File: config.mk
export PLATFORM = sky130hd
export DESIGN_NAME = obstacle_stream
export DESIGN_NICKNAME = d
export VERILOG_FILES = /design/src/rtl/obstacle_pkg.sv /design/src/rtl/lfsr16.sv /design/src/rtl/obstacle_stream.sv
export SDC_FILE = /design/constraint.sdc
export NUM_CORES = 1
export LEC_CHECK = 0
export ABC_AREA = 1
export ABC_CLOCK_PERIOD_IN_PS = 4900
export CAP_MARGIN = 25
export CORE_MARGIN = 10
export CORE_UTILIZATION = 61
export DETAILED_ROUTE_END_ITERATION = 10
export PLACE_DENSITY_LB_ADDON = 0.12
export SKIP_CTS_REPAIR_TIMING = 1
export SLEW_MARGIN = 5
export SYNTH_ARGS = -nofsm -noshare
export SYNTH_HDL_FRONTEND = slang
export SYNTH_HIERARCHICAL = 1
export SYNTH_SLANG_ARGS = --single-unit
File: constraint.sdc
create_clock -name clk -period 4.9 [get_ports clk]
set_input_delay 0.98 -clock clk [delete_from_list [all_inputs] [get_ports clk]]
set_output_delay 0.98 -clock clk [all_outputs]
set_load 0.01 [all_outputs]
File: src/rtl/obstacle_pkg.sv
// Shared obstacle types and word layout; imported by obstacle_stream, game_logic and the renderer.
package obstacle_pkg;

    localparam int NUM_LANES = 3;
    localparam int DEPTH_W   = 11;

    typedef enum logic [2:0] {
        ObsNone      = 3'b000,
        ObsLow       = 3'b001,
        ObsHigh      = 3'b010,
        ObsMiddle    = 3'b011,
        ObsTrain     = 3'b100,
        ObsRamp      = 3'b101,
        ObsMovingCar = 3'b110
    } obstacle_t;

    typedef logic [1:0] lane_t;

    typedef struct packed {
        logic [DEPTH_W-1:0] depth;
        lane_t              lane;
        obstacle_t          kind;
    } obstacle_word_t;

    localparam logic [15:0] LFSR_TAPS = 16'hB400;

    // Galois form, taps 16,14,13,11, shifting right.
    function automatic logic [15:0] lfsr_next(input logic [15:0] s);
        return s[0] ? ((s >> 1) ^ LFSR_TAPS) : (s >> 1);
    endfunction

endpackage

File: src/rtl/lfsr16.sv
// 16-bit Galois LFSR; advances STEPS positions per step pulse, load overrides step.
module lfsr16
    import obstacle_pkg::*;
#(
    parameter logic [15:0] SEED  = 16'hACE1,
    parameter int unsigned STEPS = 1
) (
    input  logic        clk,
    input  logic        rst,
    input  logic        step,
    input  logic        load,
    input  logic [15:0] seed_value,
    output logic [15:0] state
);

    logic [15:0] state_q;
    logic [15:0] state_d;
    logic [15:0] adv;

    always_comb begin
        adv = state_q;
        for (int i = 0; i < int'(STEPS); i++) begin
            adv = lfsr_next(adv);
        end
        state_d = state_q;
        if (load) begin
            state_d = seed_value;
        end else if (step) begin
            state_d = adv;
        end
    end

    always_ff @(posedge clk) begin
        if (rst) begin
            state_q <= SEED;
        end else begin
            state_q <= state_d;
        end
    end

    assign state = state_q;

endmodule

File: src/rtl/obstacle_stream.sv
// Scrolling obstacle window and per-frame word streamer.
// Define MOVING_CAR_EN to let LFSR code 110 produce moving-car cells.
module obstacle_stream
    import obstacle_pkg::*;
#(
    parameter int unsigned HALF_BLOCK_LENGTH = 64,
    parameter int unsigned ROWS              = 8,
    parameter int unsigned GRACE_ROWS        = 3,
    parameter int unsigned TRAIN_MAX         = 6,
    parameter logic [15:0] SEED              = 16'hACE1
) (
    input  logic        clk,
    input  logic        rst,
    input  logic        new_frame,
    input  logic [15:0] player_score,
    input  logic        obstacle_ready,
    output logic        obstacle_valid,
    output logic [15:0] obstacle,
    output logic        firstrow,
    output logic        frame_done,
    output logic        overrun
);

    localparam int LOG2_HBL = $clog2(HALF_BLOCK_LENGTH);
    localparam int ROWS_I   = int'(ROWS);
    localparam int CELLS    = ROWS_I * NUM_LANES;
    localparam int CELL_W   = $clog2(CELLS + 1);
    localparam int ROW_W    = $clog2(ROWS_I);
    localparam int SHIFT_W  = $clog2(ROWS_I + 1);
    localparam int RUN_W    = $clog2(TRAIN_MAX + 2);
    localparam int GRACE_W  = $clog2(GRACE_ROWS + 2);

    localparam logic [1:0] StIdle   = 2'd0;
    localparam logic [1:0] StScroll = 2'd1;
    localparam logic [1:0] StEmit   = 2'd2;
    localparam logic [1:0] StDone   = 2'd3;

    logic [1:0]          state_q;
    obstacle_t           cells_q [ROWS_I][NUM_LANES];
    logic [RUN_W-1:0]    run_q   [NUM_LANES];
    logic [RUN_W-1:0]    run_d   [NUM_LANES];
    logic [GRACE_W-1:0]  grace_q;
    logic [15:0]         prev_blk_q;
    logic [LOG2_HBL-1:0] prog_q;
    logic [SHIFT_W-1:0]  shift_cnt_q;
    logic [CELL_W-1:0]   pos_q;
    logic                overrun_q;

    logic [15:0]         blk;
    logic [15:0]         blk_diff;
    logic [SHIFT_W-1:0]  shift_req;
    logic                gen_row;
    logic                in_grace;
    logic [15:0]         lfsr_state;
    logic [15:0]         s [NUM_LANES+1];
    lane_t               lane_pick;
    obstacle_t           new_row [NUM_LANES];
    logic                found;
    logic                more;
    logic [CELL_W-1:0]   hit_idx;
    logic [ROW_W-1:0]    hit_row;
    lane_t               hit_lane;
    obstacle_word_t      word;

    assign blk       = player_score >> LOG2_HBL;
    assign blk_diff  = blk - prev_blk_q;
    assign shift_req = (blk_diff > 16'(ROWS_I)) ? SHIFT_W'(ROWS_I) : SHIFT_W'(blk_diff);
    assign gen_row   = (state_q == StScroll) && !new_frame && (shift_cnt_q != '0);
    assign in_grace  = grace_q < GRACE_W'(GRACE_ROWS);

    lfsr16 #(
        .SEED  (SEED),
        .STEPS (NUM_LANES)
    ) u_lfsr (
        .clk        (clk),
        .rst        (rst),
        .step       (gen_row),
        .load       (1'b0),
        .seed_value (SEED),
        .state      (lfsr_state)
    );

    // Each lane draws its code from the LFSR state after its own step.
    always_comb begin
        s[0] = lfsr_state;
        for (int l = 0; l < NUM_LANES; l++) begin
            s[l+1] = lfsr_next(s[l]);
        end
        lane_pick = lane_t'(s[NUM_LANES] % 16'(NUM_LANES));
        for (int l = 0; l < NUM_LANES; l++) begin
            new_row[l] = ObsNone;
            case (s[l+1][2:0])
                3'b111: new_row[l] = ObsNone;
`ifdef MOVING_CAR_EN
                3'b110: new_row[l] = ObsMovingCar;
`else
                3'b110: new_row[l] = ObsNone;
`endif
                3'b100: begin
                    if ((cells_q[ROWS_I-1][l] == ObsTrain || cells_q[ROWS_I-1][l] == ObsRamp)
                        && run_q[l] < RUN_W'(TRAIN_MAX)) begin
                        new_row[l] = ObsTrain;
                    end
                end
                default: new_row[l] = obstacle_t'(s[l+1][2:0]);
            endcase
        end
        if (new_row[0] == ObsTrain && new_row[1] == ObsTrain && new_row[2] == ObsTrain) begin
            for (int l = 0; l < NUM_LANES; l++) begin
                if (lane_pick == lane_t'(l)) begin
                    new_row[l] = ObsNone;
                end
            end
        end
        if (in_grace) begin
            for (int l = 0; l < NUM_LANES; l++) begin
                new_row[l] = ObsNone;
            end
        end
        for (int l = 0; l < NUM_LANES; l++) begin
            run_d[l] = (new_row[l] == ObsTrain) ? run_q[l] + RUN_W'(1) : '0;
        end
    end

    // Lookahead to the first non-empty cell at or after pos_q, and whether another follows it.
    always_comb begin
        found    = 1'b0;
        more     = 1'b0;
        hit_idx  = '0;
        hit_row  = '0;
        hit_lane = '0;
        for (int r = 0; r < ROWS_I; r++) begin
            for (int l = 0; l < NUM_LANES; l++) begin
                if (cells_q[r][l] != ObsNone && CELL_W'(r * NUM_LANES + l) >= pos_q) begin
                    if (!found) begin
                        found    = 1'b1;
                        hit_idx  = CELL_W'(r * NUM_LANES + l);
                        hit_row  = ROW_W'(r);
                        hit_lane = lane_t'(l);
                    end else begin
                        more = 1'b1;
                    end
                end
            end
        end
    end

    always_ff @(posedge clk) begin
        if (rst) begin
            grace_q <= '0;
            for (int r = 0; r < ROWS_I; r++) begin
                for (int l = 0; l < NUM_LANES; l++) begin
                    cells_q[r][l] <= ObsNone;
                end
            end
            for (int l = 0; l < NUM_LANES; l++) begin
                run_q[l] <= '0;
            end
        end else if (gen_row) begin
            for (int r = 0; r < ROWS_I - 1; r++) begin
                for (int l = 0; l < NUM_LANES; l++) begin
                    cells_q[r][l] <= cells_q[r+1][l];
                end
            end
            for (int l = 0; l < NUM_LANES; l++) begin
                cells_q[ROWS_I-1][l] <= new_row[l];
                run_q[l]             <= run_d[l];
            end
            if (in_grace) begin
                grace_q <= grace_q + GRACE_W'(1);
            end
        end
    end

    always_ff @(posedge clk) begin
        if (rst) begin
            state_q     <= StIdle;
            prev_blk_q  <= '0;
            prog_q      <= '0;
            shift_cnt_q <= '0;
            pos_q       <= '0;
            overrun_q   <= 1'b0;
        end else if (new_frame) begin
            // A new frame always wins, even mid-emission.
            state_q     <= StScroll;
            shift_cnt_q <= shift_req;
            prev_blk_q  <= blk;
            prog_q      <= player_score[LOG2_HBL-1:0];
            pos_q       <= '0;
            if (state_q != StIdle) begin
                overrun_q <= 1'b1;
            end
        end else begin
            unique case (state_q)
                StIdle: begin
                end
                StScroll: begin
                    if (shift_cnt_q != '0) begin
                        shift_cnt_q <= shift_cnt_q - SHIFT_W'(1);
                    end
                    if (shift_cnt_q <= SHIFT_W'(1)) begin
                        state_q <= StEmit;
                    end
                end
                StEmit: begin
                    if (!found) begin
                        state_q <= StDone;
                    end else if (obstacle_ready) begin
                        pos_q <= hit_idx + CELL_W'(1);
                        if (!more) begin
                            state_q <= StDone;
                        end
                    end
                end
                StDone: state_q <= StIdle;
                default: state_q <= StIdle;
            endcase
        end
    end

    always_comb begin
        word.depth = DEPTH_W'(hit_row) * DEPTH_W'(HALF_BLOCK_LENGTH)
                   + DEPTH_W'(HALF_BLOCK_LENGTH - 1) - DEPTH_W'(prog_q);
        word.lane  = hit_lane;
        word.kind  = cells_q[hit_row][hit_lane];
    end

    assign obstacle_valid = (state_q == StEmit) && found;
    assign obstacle       = obstacle_valid ? word : '0;
    assign firstrow       = obstacle_valid && (hit_row == '0);
    assign frame_done     = (state_q == StDone);
    assign overrun        = overrun_q;

endmodule

==> results.md, run 1 <==
* Status: finished, violations left
* Failing checks: negative setup slack
* Internal at 2.120 mW
* XOR/XNOR Fraction of Synth Area at 1.944%
* Bufs and invs on worst path at 5
* Fraction of layout cells with a size suffix above 1 at 15.46%
* CP max stage delay at 0.42 ns
* Hold WC Path Type: flop to flop
* Mean Syn Cell Area at 7.889 um^2
* CTS tree: done
* Ranking of synthesized cells by area: edfxtp_1 (32%), dfxtp_1 (12%), nor2_1 (8.1%), inv_1 (7.9%), nand2_1 (5.4%)
* Clock-pin slew on the worst setup and hold paths at 0.05 ns
* Slowest CP cell: edfxtp_1
* Row cnt at 40
* Initial antenna violation count at 0
* Synth Area in Adders at 3.986%
* Clock Root Buffer: clkbuf_16
* Die Wd at 132.1 um
* Simple-Gate Fraction of Synth Area at 19.23%
* WHS Path Cells at 2
* Non-filler cells, final at 1255
* Post-Place Cells at 1210
* Initial DRC Count at 673
* Largest family of logic cells by synthesized area: compound AO/OA/AOI/OAI gates
* Vias in the first global route at 6591
* Fin nets at 1117
* Clock Skew at 0.01486 ns
* DR vias/cell at 5.610
* Flop and latch count out of synthesis at 128
* Synth-to-Final Area Change at 22.84%
* Minimum clock period at 5.035 ns
* RSZ-0062 raised after global routing: yes
* First-pass GRT wire length at 32240 um
* Worst rel slew slack at 52.63%
* Fmax at 198.6 MHz
* Max Cap Violations at 0
* Post-synth EDFFs at 81
* Final Wtd Congestion at 0.9405
* Post-DP HPWL at 14270 um
* FFs w/ async S/R, synth at 0%
* Final Power at 2.889 mW
* Logic pwr share at 15.3%
* All-Layer GR Usage at 22.39%
* Mapped Area at 7660 um^2
* CP Max Fanout at 8
* Clk sinks at 128
* Yosys synthesis warning count at 6
* Mux share of post-synthesis cell area at 0%
* Clk pwr share at 41.2%
* I/O Buffers at 37
* Top Family by Delay on Critical Path: simple AND/OR/NAND/NOR gates
* VDD IR-drop max at 0.0002669 V
* Crit path launch type: flop
* Net Sw Frac at 26.62%
* PwrDens at 307.1 nW/um^2
* Cts bufs inserted at 17
* Final Max Slew Viols at 0
* Final hold violations at 0
* Leak at 4.288 nW
* Cells after Synth at 971
* Path depth of the worst reg2reg path at 30
* Post-Route Utilization at 77.37%
* Drt wl/cell at 16.10 um
* Crit end category: output port
* Max clock buf depth at 2
* CTS H-tree lvls at 4
* Primary FF master, synth: edfxtp_1
* Post-synth top area share at 31.75%
* Largest net degree at the start of global routing at 70
* I/O Pins at 40
* Grt total ovfl at 0
* TritonRoute pass-1 iters at 6
* Setup Viol. Count Final at 3
* Post-Route WL at 20200 um
* Sw power at 0.7693 mW
* Setup TNS at -0.3754 ns
* Area leader, netlist: edfxtp_1
* PnR worst setup slack at -0.1353 ns
* Skew-Pair Late Insertion Delay at 0.43 ns
* Drc violations at 0
* Reg power frac at 43.5%
* Fillers at 915
* Initial Util at 62.98%
* Die ar. at 17440 um^2
* Register area share after synthesis at 44.04%
* Core area at 12160 um^2
* Distinct cells, synth at 54
* Via count at 7040
* Number of antenna diodes at 0
* Vert. Die Dim at 132.1 um
* Compound-Gate Fraction of Synth Area at 19.55%
* CP Data Arrival Time at 4.06 ns
* CP Class: flop to output port
* CP required at 3.92 ns
* Remaining antenna violation count at 0
* Tcrit/Tclk final at 102.8%
* Critical Path Most Common Cell: nor2_4
* Slew @ Worst Pin at 0.6926 ns
* CP Depth at 26
[worst register-to-register path: cells and delay by family (launching register included)]
family                 cells  cell delay (ns)
AND/OR/NAND/NOR           14             1.53
buffers and inverters      7             0.52
flip-flops                 1             0.42
AO/OA/AOI/OAI              9             1.34
[cell usage in the layout (no fill, tap or decap), drive strengths merged, types with 7 or more instances in the layout]
cell	n
inv	176
a31oi	20
o211ai	29
xor2	11
dlymetal6s2s	12
clkdlybuf4s50	22
a21oi	69
dfxtp	47
edfxtp	81
nor2	175
ha	22
nand3	35
conb	19
buf	67
a221oi	7
o22ai	7
o21ai	75
nor3	14
clkbuf	25
nand2	116
[power by group through the flow]
stage / combinational [mW] / clock [mW] / sequential [mW]
after detailed placement: 0.409 / 0 / 1.28
final: 0.441 / 1.19 / 1.26
after CTS: 0.414 / 1.20 / 1.26
after global routing: 0.491 / 1.25 / 1.26
after global placement: 0.404 / 0 / 1.28
after floorplan: 0.283 / 0 / 1.27
[kinds of logic after synthesis]
| logic type | after synthesis |
|---|---|
| XOR/XNOR | 17 |
| AO/OA/AOI/OAI | 242 |
| AND/OR/NAND/NOR | 348 |
| flip-flops | 128 |
| other | 2 |
| adder cells (fa/ha/maj) | 24 |
| buffers and inverters | 210 |
[layout make-up]
cell class / count / area (um^2) / area share [%]
clock inverter: 7 / 61.31 / 0.6516
clock buffer: 25 / 486.7 / 5.173
sequential: 128 / 3374 / 35.86
inverter: 176 / 665.6 / 7.074
tap: 168 / 210.2 / 2.234
multi-input combinational: 650 / 3664 / 38.94
timing repair buffer: 101 / 947.2 / 10.07
[synthesized netlist by cell type, types with 8 or more instances]
| cell | count |
|---|---|
| buf_2 | 10 |
| nor3_1 | 14 |
| ha_1 | 22 |
| clkbuf_1 | 14 |
| o21ai_0 | 67 |
| inv_2 | 9 |
| a21oi_1 | 65 |
| nand2_1 | 110 |
| inv_1 | 162 |
| a31oi_1 | 20 |
| xor2_1 | 11 |
| o211ai_1 | 29 |
| nand3_1 | 33 |
| nor2_1 | 165 |
| dfxtp_1 | 47 |
| o21ai_1 | 8 |
| edfxtp_1 | 81 |
[final timing paths]
| path | slack, ns | endpoint | start |
|---|---|---|---|
| hold / removal | 0.46 | prev_blk_q[3]$_SDFFE_PP0P_ | prev_blk_q[3]$_SDFFE_PP0P_ |
| setup / recovery | -0.14 | obstacle[0] | cells_q[0][5]$_SDFFCE_PN0P_ |
| setup reg to reg | 0.99 | state_q[0]$_SDFFE_PP0P_ | cells_q[0][5]$_SDFFCE_PN0P_ |
| hold reg to reg | 0.46 | prev_blk_q[3]$_SDFFE_PP0P_ | prev_blk_q[3]$_SDFFE_PP0P_ |
[per-stage QoR]
step | setup WS (ns) | hold WS [ns] | area (um^2)
global placement | -0.01568 | 0.4477 | 8543
global route | -0.3502 | 0.4950 | 9409
detailed placement | -0.07174 | 0.4555 | 8543
finish | -0.1353 | 0.4586 | 9409
floorplan | 0.5126 | 0.4333 | 7724
CTS | -0.5516 | 0.4629 | 9091
[registers in the layout (all words and copies together), names as in the netlist, 3 cells and up]
register,flops
prev_blk_q,10
shift_cnt_q,4
run_q,9
cells_q,72
prog_q,6
pos_q,5
grace_q,3
u_lfsr/state,16
[routing by layer]
metal  track usage, %  up-vias  routed length (um)
li1                 -     3452                   -
met1            27.56     3227                8295
met2            37.70      304                9860
met3            4.992       57                1421
met4            7.726        0                 624
met5                0        -                   0
(Power assumes the default switching activity.)
==> run 2: changes to the inputs <==
--- a/config.mk
+++ b/config.mk
@@ -6,10 +6,10 @@
 export NUM_CORES = 1
 export LEC_CHECK = 0
 export ABC_AREA = 1
-export ABC_CLOCK_PERIOD_IN_PS = 4900
+export ABC_CLOCK_PERIOD_IN_PS = 4250
 export CAP_MARGIN = 25
-export CORE_MARGIN = 10
-export CORE_UTILIZATION = 61
+export CORE_MARGIN = 5
+export CORE_UTILIZATION = 55
 export DETAILED_ROUTE_END_ITERATION = 10
 export PLACE_DENSITY_LB_ADDON = 0.12
 export SKIP_CTS_REPAIR_TIMING = 1
==> constraint.sdc (replaced) <==
create_clock -name clk -period 4.25 [get_ports clk]
set_input_delay 0.85 -clock clk [delete_from_list [all_inputs] [get_ports clk]]
set_output_delay 0.85 -clock clk [all_outputs]
set_load 0.01 [all_outputs]
==> run 2 against run 1 <==
  * The flow still finishes with violations (negative setup slack)
  * Routed wire length is 10% higher
  * Combinational power is 29% higher
  * Global-route usage is 3.3 points higher
  * Design area is 9.7% higher
  * Non-clock buffer count is 93 higher
  * Utilization is 2.4 points lower
  * Sequential power is 15% higher
  * Critical path type unchanged
  * Highest routed layer unchanged
==> results.md, run 2 (synthesized netlist as in run 1, its figures left out) <==
* Fin nets at 1210 (was 1117)
* Crit path launch type: flop (unchanged)
* Die Wd at 128.0 um (was 132.1 um)
* Fmax at 200.2 MHz
* Commonest cells after routing, fill and taps aside: inv_1 (158), nor2_1 (158), buf_4 (141) (was inv_1 (160), nor2_1 (160), nand2_1 (102))
* Initial DRC Count at 752 (was 673)
* Logic pwr share at 16.2% (was 15.3%)
* CTS H-tree lvls at 4 (unchanged)
* Setup Viol. Count Final at 16 (was 3)
* CTS tree: done (unchanged)
* TritonRoute pass-1 iters at 6 (unchanged)
* Post-Route WL at 22280 um (was 20200 um)
* Drt wl/cell at 16.38 um (was 16.10 um)
* Final hold violations at 0 (unchanged)
* Tcrit/Tclk final at 117.6%
* Slew @ Worst Pin at 0.7315 ns (was 0.6926 ns)
* Initial Util at 55.61% (was 62.98%)
* All-Layer GR Usage at 25.66% (was 22.39%)
* Internal at 2.573 mW (was 2.120 mW)
* Failing checks: negative setup slack (unchanged)
* CP Max Fanout at 10 (was 8)
* Via count at 7498 (was 7040)
* Status: finished, violations left (unchanged)
* Clock Root Buffer: clkbuf_16 (unchanged)
* Largest net degree at the start of global routing at 70 (unchanged)
* Most flop-heavy register: cells_q (unchanged)
* CP Data Arrival Time at 4.15 ns (was 4.06 ns)
* FF/Latch Area at 3374 um^2 (unchanged)
* PnR worst setup slack at -0.7462 ns (was -0.1353 ns)
* Max clock buf depth at 2 (unchanged)
* Post-DP HPWL at 14890 um (was 14270 um)
* Slowest CP cell: edfxtp_1 (unchanged)
* Clock-pin slew on the worst setup and hold paths at 0.06 ns (was 0.05 ns)
* Final Max Slew Viols at 0 (unchanged)
* Final Wtd Congestion at 0.9486 (was 0.9405)
* Clk pwr share at 42.6% (was 41.2%)
* Hold WC Path Type: flop to flop (unchanged)
* Net Sw Frac at 26.75% (was 26.62%)
* Final Cell Area at 10320 um^2 (was 9409 um^2)
* Grt total ovfl at 0 (unchanged)
* Vias in the first global route at 6915 (was 6591)
* VDD IR-drop max at 0.0002401 V (was 0.0002669 V)
* Max Cap Violations at 0 (unchanged)
* Vert. Die Dim at 128.0 um (was 132.1 um)
* Row cnt at 43 (was 40)
* Drc violations at 0 (unchanged)
* Crit path cell chain: o311ai_2, nand2_2, nor2_2, nand2_1, nor2_2, nand2_2, nor2_4, nand2_4, nor2_4, nand2_4, nor2_4, nand2_2, a31oi_4, inv_2, nand2_4, inv_4, buf_12, o21ai_0, nand3_1, nand3_1, a21oi_2, a211o_1, inv_1, buf_2
* Sw power at 0.9396 mW (was 0.7693 mW)
* I/O Pins at 40 (unchanged)
* Number of antenna diodes at 0 (unchanged)
* Fillers at 1060 (was 915)
* Placed Area at 9221 um^2 (was 8543 um^2)
* Worst rel slew slack at 51.23% (was 52.63%)
* CP max stage delay at 0.46 ns (was 0.42 ns)
* Cts bufs inserted at 17 (unchanged)
* Number of flip-flops in the largest register at 72 (unchanged)
* Footprint of the multi-input gates at 3721 um^2 (was 3664 um^2)
* Skew-Pair Late Insertion Delay at 0.43 ns (about the same)
* Reg power frac at 41.2% (was 43.5%)
* Clock Skew at 0.008671 ns (was 0.01486 ns)
* First-pass GRT wire length at 33150 um (was 32240 um)
* Final Power at 3.512 mW (was 2.889 mW)
* PwrDens at 340.3 nW/um^2 (was 307.1 nW/um^2)
* Minimum clock period at 4.996 ns
* Fraction of layout cells with a size suffix above 1 at 23.22% (was 15.46%)
* I/O Buffers at 37 (unchanged)
* DR vias/cell at 5.513 (was 5.610)
* Remaining antenna violation count at 0 (unchanged)
* Synth-to-Final Area Change at 34.74% (was 22.84%)
* RSZ-0062 raised after global routing: yes (unchanged)
* Setup TNS at -5.349 ns (was -0.3754 ns)
* CP required at 3.40 ns (was 3.92 ns)
* CP Class: flop to output port (unchanged)
* Post-Route Utilization at 74.94% (was 77.37%)
* Die ar. at 16390 um^2 (was 17440 um^2)
* Leak at 4.787 nW (was 4.288 nW)
* Initial antenna violation count at 0 (unchanged)
* Core area at 13770 um^2 (was 12160 um^2)
* Crit end category: output port (unchanged)
* Clk sinks at 128 (unchanged)
==> run 2: changes by cell type in the layout (fill, tap and decap cells not counted), moves of 3 or more <==
cell,previous run,this run
clkbuf_1,6,1
o21ai_0,62,58
nand2_1,102,99
buf_4,55,141
clkbuf_16,18,21
o21ai_1,11,16
nor2_4,7,10
a21oi_2,6,10
nand2_2,8,11
a21oi_1,63,59
==> run 2: routing by layer <==
layer	global-route usage [%]	share of wire (%)
met5	0	0
met4	9.114	4.2
met3	5.792	7.5
met2	44.18	50
met1	31.64	39
==> run 2: path summary, 6_finish.rpt <==
check                              start                    endpoint  slack [ns]  cells after the start
min reg2reg   prev_blk_q[4]$_SDFFE_PP0P_  prev_blk_q[4]$_SDFFE_PP0P_        0.46                      2
max          cells_q[0][5]$_SDFFCE_PN0P_                 obstacle[1]       -0.75                     24
max reg2reg  cells_q[0][5]$_SDFFCE_PN0P_     state_q[0]$_SDFFE_PP0P_        0.37                     28
min           prev_blk_q[4]$_SDFFE_PP0P_  prev_blk_q[4]$_SDFFE_PP0P_        0.46                      2
==> run 2: area by class of cell <==
| cell class | count | share of cell area [%] |
|---|---|---|
| multi-input combinational | 650 | 36.05 |
| tap | 180 | 2.182 |
| clock inverter | 13 | 1.540 |
| timing repair buffer | 194 | 16.74 |
| clock buffer | 19 | 4.291 |
| inverter | 176 | 6.498 |
| sequential | 128 | 32.70 |
==> run 2: critical path: cells and delay by family (launching register included) <==
kind,cells,cell delay (ns)
AOI/OAI and AO/OA,5,1.13
DFF,1,0.46
buffers and inverters,5,0.49
and+or+nand+nor,14,1.64
==> run 2: through the flow <==
stage	hold slack, ns	instances	setup WS, ns
after floorplan	0.4333	988	0.03664
after global placement	0.4457	1306	-0.4113
after detailed placement	0.4536	1306	-0.5143
after CTS	0.4628	1338	-0.9945
after global routing	0.4816	1360	-1.009
final	0.4592	1360	-0.7462
==> run 2: power by group through the flow <==
| stage | combinational [mW] | clock, mW | sequential [mW] |
|---|---|---|---|
| floorplan | 0.327 | 0 | 1.46 |
| global placement | 0.519 | 0 | 1.47 |
| detailed placement | 0.526 | 0 | 1.47 |
| CTS | 0.533 | 1.50 | 1.45 |
| global route | 0.626 | 1.57 | 1.46 |
| finish | 0.570 | 1.49 | 1.45 |
==> run 3: changes to the inputs <==
--- a/config.mk
+++ b/config.mk
@@ -7,7 +7,6 @@
 export LEC_CHECK = 0
 export ABC_AREA = 1
 export ABC_CLOCK_PERIOD_IN_PS = 4250
-export CAP_MARGIN = 25
 export CORE_MARGIN = 5
 export CORE_UTILIZATION = 55
 export DETAILED_ROUTE_END_ITERATION = 10
==> results of run 3 <==
Same layout as run 2: the final DEF is identical, and so are final timing and power.
